<file path="src/rtl/widths_serializer.sv">
// Splits a packed {field_a, field_b} word into CHUNK_W-bit chunks, least significant chunk first,
// with valid/ready handshakes on both sides and back-to-back word streaming.
module widths_serializer #(
    parameter int WIDTH_A = 5,
    parameter int WIDTH_B = 3,
    parameter int CHUNK_W = 2
) (
    input  logic                       clk,
    input  logic                       rst_n,
    input  logic                       in_valid,
    output logic                       in_ready,
    input  logic [WIDTH_A+WIDTH_B-1:0] in_data,
    output logic                       out_valid,
    input  logic                       out_ready,
    output logic [CHUNK_W-1:0]         out_data,
    output logic                       out_last,
    output logic                       busy
);
    // state | meaning
    // IDLE  | no word held, ready for a new one
    // SHIFT | word held in r_shift, r_k is the index of the chunk on out_data

    localparam int IN_W   = WIDTH_A + WIDTH_B;
    localparam int NCHUNK = (CHUNK_W >= 1) ? IN_W / CHUNK_W : 1;
    localparam int K_W    = (NCHUNK > 1) ? $clog2(NCHUNK) : 1;
    localparam logic [K_W-1:0] LAST_K = K_W'(NCHUNK - 1);

    generate
        if (CHUNK_W < 1) begin : g_bad_chunk
            $error("widths_serializer: CHUNK_W must be at least 1");
        end
        if ((CHUNK_W >= 1) && ((IN_W % CHUNK_W) != 0)) begin : g_bad_split
            $error("widths_serializer: WIDTH_A+WIDTH_B must be a multiple of CHUNK_W");
        end
    endgenerate

    typedef enum logic {IDLE = 1'b0, SHIFT = 1'b1} state_t;

    state_t            r_state;
    logic [IN_W-1:0]   r_shift;
    logic [K_W-1:0]    r_k;
    logic              w_at_last;
    logic              w_in_xfer;
    logic              w_out_xfer;

    assign w_at_last  = (r_k == LAST_K);
    assign out_valid  = (r_state == SHIFT);
    assign busy       = out_valid;
    assign out_data   = r_shift[CHUNK_W-1:0];
    assign out_last   = out_valid && w_at_last;

    // A new word may enter in the same cycle the last chunk leaves, so streaming has no bubble.
    assign in_ready   = rst_n && ((r_state == IDLE) || (w_at_last && out_ready));
    assign w_in_xfer  = in_valid && in_ready;
    assign w_out_xfer = out_valid && out_ready;

    always_ff @(posedge clk or negedge rst_n) begin
        if (!rst_n) begin
            r_state <= IDLE;
            r_shift <= '0;
            r_k     <= '0;
        end else if (w_in_xfer) begin
            r_state <= SHIFT;
            r_shift <= in_data;
            r_k     <= '0;
        end else if (w_out_xfer) begin
            if (w_at_last) begin
                r_state <= IDLE;
            end else begin
                r_shift <= r_shift >> CHUNK_W;
                r_k     <= r_k + K_W'(1);
            end
        end
    end

endmodule

</file>
<file path="config.mk">
export PLATFORM = sky130hd
export DESIGN_NAME = widths_serializer
export DESIGN_NICKNAME = d
export VERILOG_FILES = /design/src/rtl/widths_serializer.sv
export SDC_FILE = /design/constraint.sdc
export NUM_CORES = 1
export LEC_CHECK = 0
export CAP_MARGIN = 20
export CORE_MARGIN = 1.5
export CORE_UTILIZATION = 39
export CTS_CLUSTER_SIZE = 28
export DETAILED_ROUTE_END_ITERATION = 12
export MAX_ROUTING_LAYER = met4
export PLACE_DENSITY = 0.74
export RECOVER_POWER = 100
export SYNTH_ARGS = -nofsm -noshare
export SYNTH_HDL_FRONTEND = slang
export SYNTH_SLANG_ARGS = --single-unit
</file>
<file path="constraint.sdc">
create_clock -name clk -period 1.7 [get_ports clk]
set_clock_uncertainty 0.05 [all_clocks]
set_input_delay 0.425 -clock clk [delete_from_list [all_inputs] [get_ports clk]]
set_output_delay 0.425 -clock clk [all_outputs]
set_load 0.005 [all_outputs]
</file>
==> results of run 1 <==
==> stage by stage <==
step | worst slack, ns | cells
global placement | -0.417 | 87
global route | -0.132 | 92
detailed placement | -0.427 | 87
CTS | -0.0996 | 91
finish | -0.0999 | 92
floorplan | 0.118 | 54
==> timing repair <==
item / CTS / global route
endpoints found under the setup margin: 4 / 2
hold endpoints to repair: 0 / 0
pin swaps: 3 / 2
hold buffers: 0 / 0
buffers inserted: 0 / 1
gates resized for setup: 9 / 6
gates cloned: 0 / 0
==> layer usage <==
metal	GRT usage	share of wire	up-vias
met5	-	0	-
met1	0.209	0.46	217
met3	0.0696	0.071	0
met2	0.209	0.47	15
li1	-	-	235
met4	0.0194	0	0
==> flip-flops by register name (all words and copies together) (netlist names) <==
register / flops
r_shift: 8
busy: 1
r_k: 2
==> cells in the mapped netlist <==
cell type / number / share of area
nand4_1: 7 / 0.074
xor2_1: 1 / 0.015
mux2i_1: 6 / 0.10
buf_1: 1 / 0.0063
buf_4: 3 / 0.038
nand2_1: 3 / 0.019
a21bo_2: 1 / 0.017
nor2_1: 2 / 0.013
mux2_4: 2 / 0.051
buf_2: 2 / 0.017
buf_6: 1 / 0.019
o21ai_1: 7 / 0.059
and2_2: 1 / 0.013
clkbuf_1: 1 / 0.0063
dfrtp_1: 11 / 0.47
nand3b_4: 1 / 0.034
and2_1: 1 / 0.011
ha_1: 1 / 0.021
and3_1: 1 / 0.011
nand3_1: 1 / 0.0085
==> cells by family (layout without fill, tap and decap cells) <==
family	after synthesis	after routing
flip-flops	11	11
XOR/XNOR	1	1
multiplexers	8	8
AND/OR/NAND/NOR	17	17
adder cells (fa/ha/maj)	1	1
AO/OA/AOI/OAI	8	8
buffers and inverters	8	31
==> path summary, 6_finish.rpt <==
path	end	depth (start not counted)
min in group clk	r_shift[7]	2
worst min register to register	r_shift[7]	2
worst min-delay path	r_shift[2]	2
max in group asynchronous	r_shift[5]	2
worst max-delay path	in_ready	4
worst max register to register	r_shift[2]	6
==> cells in the final DEF (no fill, tap or decap), types with 3 or more instances in the layout <==
cell,instances
nand4_1,7
clkdlybuf4s50_1,13
clkbuf_4,3
o21ai_1,6
dfrtp_1,11
mux2i_1,6
nand2_1,3
buf_4,9
==> final cells by class <==
cell class,count,area [µm²]
Fill cell,121,509
Multi-Input combinational cell,35,278
Sequential cell,11,275
Timing Repair Buffer,27,243
Clock buffer,4,26.3
Tap cell,15,18.8
==> power groups by stage <==
stage	Combinational, W	Sequential [W]	Clock [W]
after floorplan	0.000394	0.000441	0
after global placement	0.000596	0.000436	0
after detailed placement	0.000610	0.000443	0
after CTS	0.000588	0.000439	0.000188
after global routing	0.000711	0.000452	0.000197
final	0.000636	0.000438	0.000177
==> results.tsv, run 1 <==
metric	value	unit
outcome	complete, but fails checks	
violations	negative setup slack	
dp_hpwl	833	µm
worst-path-buf-inv	2	
overflow	0	
synth_compound_area_frac	0.0763	
syn-instance-count	54	
clk_pin_slew_worst_paths	0.07	ns
cts_buffer_depth	2	
num_rows	13	
power	0.00125	W
clockPowerShare	0.141	
wl_per_cell	12.6	µm
fin_area	841	µm²
num_vias	467	
crit_path_end_kind	primary output	
boundaryPins	18	
grt_usage	0.152	
max_clock_freq	556	MHz
p_leak	0.409	nW
crit_path_top_delay_cell	clkdlybuf4s50_1	
initial_core_util	0.437	
cp.arrival	1.32	ns
crit_start	out_ready	
combPwrFrac	0.508	
die_area	1760	µm²
crit_path_max_fanout	2	
drive_above_1_share	0.312	
cts_buffers	3	
fp.dieW	41.9	µm
yosys_warnings	0	
synth_fa_ha_area_frac	0.0212	
r2r_start	r_k[0]	
insertion_delay	0.27	ns
dieHeight	41.9	µm
hp-class	input pin to async pin	
worst_slack	-0.0999	ns
hold_ws	0.469	ns
syn_nets	67	
final_util	0.623	
max_slew_margin	0.856	
yosys-mux-area-fraction	0.153	
critPathKind	input pin to primary output	
cts_root_buffer	clkbuf_4	
internal-power	0.000850	W
timing.final.max_slew_violations	0	
maxCapViolations	0	
finalHoldViolations	0	
place_area	796	µm²
synth_xor_area_frac	0.0148	
coreArea	1350	µm²
cts_tree	yes	
antenna_found_initial	0	
htree_levels	1	
ys_seq_elements	11	
dr.first_iter.drc_count	13	
start_kind	input pin	
grt_pass1_wl	1.96	mm
p_sw	0.000400	W
yosysUniqueCellTypes	20	
nets	91	
post_drt_via_cell_ratio	5.08	
crit_required	1.22	ns
grt_max_degree	21	
synth_area_per_cell	10.9	µm²
drc	0	
setup_viol	1	
place_congestion	0.770	
synth_top_family_by_area	simple AND/OR/NAND/NOR gates	
r2r_slack	0.08	ns
cpLargestDelayFamily	buffers and inverters	
area_growth_syn_to_layout	42.4	%
p_per_area	1490	nW/µm²
swShare	0.320	
yosys.area_share.simple	0.182	
first_pass_iters	4	
portBuffers	17	
ant_nets	0	
wirelength	1.16	mm
cp_cell_sequence	clkdlybuf4s50_1 -> a21bo_2 -> and2_4 -> buf_6	
syn_area	591	µm²
rsz0062_at_grt	true	
tns	-0.0999	ns
ys_seq_area_frac	0.466	
fin_crit_sh	1.06	
antennaDiodeCount	0	
cts_sinks	11	
seq_power_share	0.350	
vdd_ir_drop_max	0.725	mV
min_period	1.80	ns
tightest_slew	0.216	ns
crit_path_max_incr_delay	0.43	ns
grt_pass1_vias	428	
Power figures use the tool's default switching activity.
==> run 2, diff against run 1 <==
--- a/config.mk
+++ b/config.mk
@@ -13,6 +13,7 @@
 export MAX_ROUTING_LAYER = met4
 export PLACE_DENSITY = 0.74
 export RECOVER_POWER = 100
+export SLEW_MARGIN = 25
 export SYNTH_ARGS = -nofsm -noshare
 export SYNTH_HDL_FRONTEND = slang
 export SYNTH_SLANG_ARGS = --single-unit
==> results of run 2 <==
Final layout, timing and power as in run 1 (identical DEF).
==> run 3, diff against run 2 <==
--- a/config.mk
+++ b/config.mk
@@ -11,7 +11,7 @@
 export CTS_CLUSTER_SIZE = 28
 export DETAILED_ROUTE_END_ITERATION = 12
 export MAX_ROUTING_LAYER = met4
-export PLACE_DENSITY = 0.74
+export PLACE_DENSITY = 0.71
 export RECOVER_POWER = 100
 export SLEW_MARGIN = 25
 export SYNTH_ARGS = -nofsm -noshare
==> results.tsv, run 3 (same netlist as run 1, synthesis figures left out) <==
metric	value	unit	change
crit_start	r_k[0]		was out_ready
cp.arrival	1.29	ns	was 1.32 ns
initial_core_util	0.437		unchanged
tightest_slew	0.206	ns	was 0.216 ns
min_period	1.76	ns	was 1.80 ns
final_common_cell	clkdlybuf4s50_1		unchanged
r2r_start	r_k[0]		unchanged
die_area	1760	µm²	unchanged
critPathKind	register to primary output		was input pin to primary output
ant_nets	0		unchanged
timing.final.max_slew_violations	0		unchanged
vdd_ir_drop_max	0.975	mV	was 0.725 mV
fin_crit_sh	1.04		was 1.06
num_vias	478		was 467
final_cell_mix	12 x clkdlybuf4s50_1, 11 x dfrtp_1, 11 x buf_4		was 13 x clkdlybuf4s50_1, 11 x dfrtp_1, 9 x buf_4
violations	negative setup slack		unchanged
dp_hpwl	891	µm	was 833 µm
num_rows	13		unchanged
crit_required	1.22	ns	about the same
insertion_delay	0.26	ns	was 0.27 ns
internal-power	0.000850	W	about the same
place_congestion	0.727		was 0.770
largest_reg_flops	8		unchanged
cts_tree	yes		unchanged
hold_ws	0.458	ns	was 0.469 ns
seq_power_share	0.349		was 0.350
power	0.00125	W	about the same
coreArea	1350	µm²	unchanged
drive_above_1_share	0.308		was 0.312
clockPowerShare	0.139		was 0.141
grt_usage	0.165		was 0.152
boundaryPins	18		unchanged
nets	92		was 91
grt_pass1_vias	526		was 428
crit_path_top_delay_cell	dfrtp_1		was clkdlybuf4s50_1
worst_slack	-0.0632	ns	was -0.0999 ns
cts_buffers	3		unchanged
drc	0		unchanged
place_area	803	µm²	was 796 µm²
max_slew_margin	0.863		was 0.856
crit_path_max_fanout	2		unchanged
swShare	0.323		was 0.320
wl_per_cell	12.5	µm	was 12.6 µm
fin_area	847	µm²	was 841 µm²
htree_levels	1		unchanged
outcome	complete, but fails checks		unchanged
crit_path_max_incr_delay	0.39	ns	was 0.43 ns
start_kind	register		was input pin
crit_path_end_kind	primary output		unchanged
p_per_area	1480	nW/µm²	was 1490 nW/µm²
p_sw	0.000405	W	was 0.000400 W
wirelength	1.16	mm	about the same
grt_pass1_wl	2.11	mm	was 1.96 mm
portBuffers	17		unchanged
fp.dieW	41.9	µm	unchanged
post_drt_via_cell_ratio	5.14		was 5.08
p_leak	0.428	nW	was 0.409 nW
cts_buffer_depth	2		unchanged
dieHeight	41.9	µm	unchanged
final_util	0.627		was 0.623
combPwrFrac	0.512		was 0.508
cts_sinks	11		unchanged
regMostFlops	r_shift		unchanged
overflow	0		unchanged
cp_cell_sequence	ha_2 -> a21bo_2 -> and2_4 -> buf_6		was clkdlybuf4s50_1 -> a21bo_2 -> and2_4 -> buf_6
hp-class	input pin to async pin		unchanged
antennaDiodeCount	0		unchanged
cts_root_buffer	clkbuf_4		unchanged
grt_max_degree	21		unchanged
finalHoldViolations	0		unchanged
antenna_found_initial	0		unchanged
first_pass_iters	3		was 4
clk_pin_slew_worst_paths	0.07	ns	about the same
maxCapViolations	0		unchanged
dr.first_iter.drc_count	2		was 13
rsz0062_at_grt	true		unchanged
setup_viol	1		unchanged
area_growth_syn_to_layout	43.4	%	was 42.4%
max_clock_freq	567	MHz	was 556 MHz
-- run 3: changes by cell type in the layout (fill, tap and decap cells not counted), sizes merged --
cell / delta
clkinv: +1
clkbuf: -2
buf: +2
clkdlybuf4s50: -1
dlymetal6s2s: +1
-- run 3: per-layer routing --
metal / global-route usage / vias to the layer above / share of wire
met1: 0.176 / 224 / 0.42
met4: 0.0581 / 0 / 0.0052
li1: - / 241 / -
met2: 0.303 / 11 / 0.54
met3: 0.0261 / 2 / 0.034
met5: - / - / 0
-- run 3: path summary, 6_finish.rpt --
check / endpoint / slack [ns] / depth (start not counted)
min reg2reg: r_shift[6] / 0.47 / 2
min: r_shift[5] / 0.46 / 2
min in group clk: r_shift[6] / 0.47 / 2
max in group asynchronous: r_shift[4] / 0.96 / 2
max: in_ready / -0.06 / 4
max reg2reg: r_shift[2] / 0.13 / 5
-- run 3: final cells by class --
class                   instances  area (µm²)
clock inverters                 1        5.00
flip-flops and latches         11         275
multi-input cells              35         270
fillers                       127         503
well taps                      15        18.8
repair buffers                 28         255
clock buffers                   3        22.5
-- run 3: stage by stage --
step | TNS (ns) | cells | worst slack, ns
after global routing | -0.158 | 93 | -0.119
after detailed placement | -1.83 | 88 | -0.437
after global placement | -1.69 | 88 | -0.436
final | -0.0632 | 93 | -0.0632
after CTS | -0.122 | 93 | -0.0926
after floorplan | 0 | 54 | 0.118
-- run 3: power by group through the flow --
| stage | clock, W | combinational [W] | sequential (W) |
|---|---|---|---|
| floorplan | 0 | 0.000394 | 0.000441 |
| global placement | 0 | 0.000610 | 0.000437 |
| detailed placement | 0 | 0.000626 | 0.000445 |
| CTS | 0.000179 | 0.000619 | 0.000439 |
| global route | 0.000195 | 0.000718 | 0.000453 |
| finish | 0.000175 | 0.000642 | 0.000438 |
-- run 3: critical path: cells and delay by family (launching register included) --
family | cells | cell delay [ns]
flops | 1 | 0.39
compound gates | 1 | 0.20
fa+ha+maj | 1 | 0.19
simple gates | 1 | 0.14
buf+inv | 1 | 0.10
-- run 3: repair_timing --
item | in CTS | in global routing
setup endpoints to repair | 4 | 2
buffers inserted | 1 | 0
pin swaps | 3 | 2
resized for setup | 11 | 5
hold buffers | 0 | 0
endpoints found under the hold margin | 0 | 0
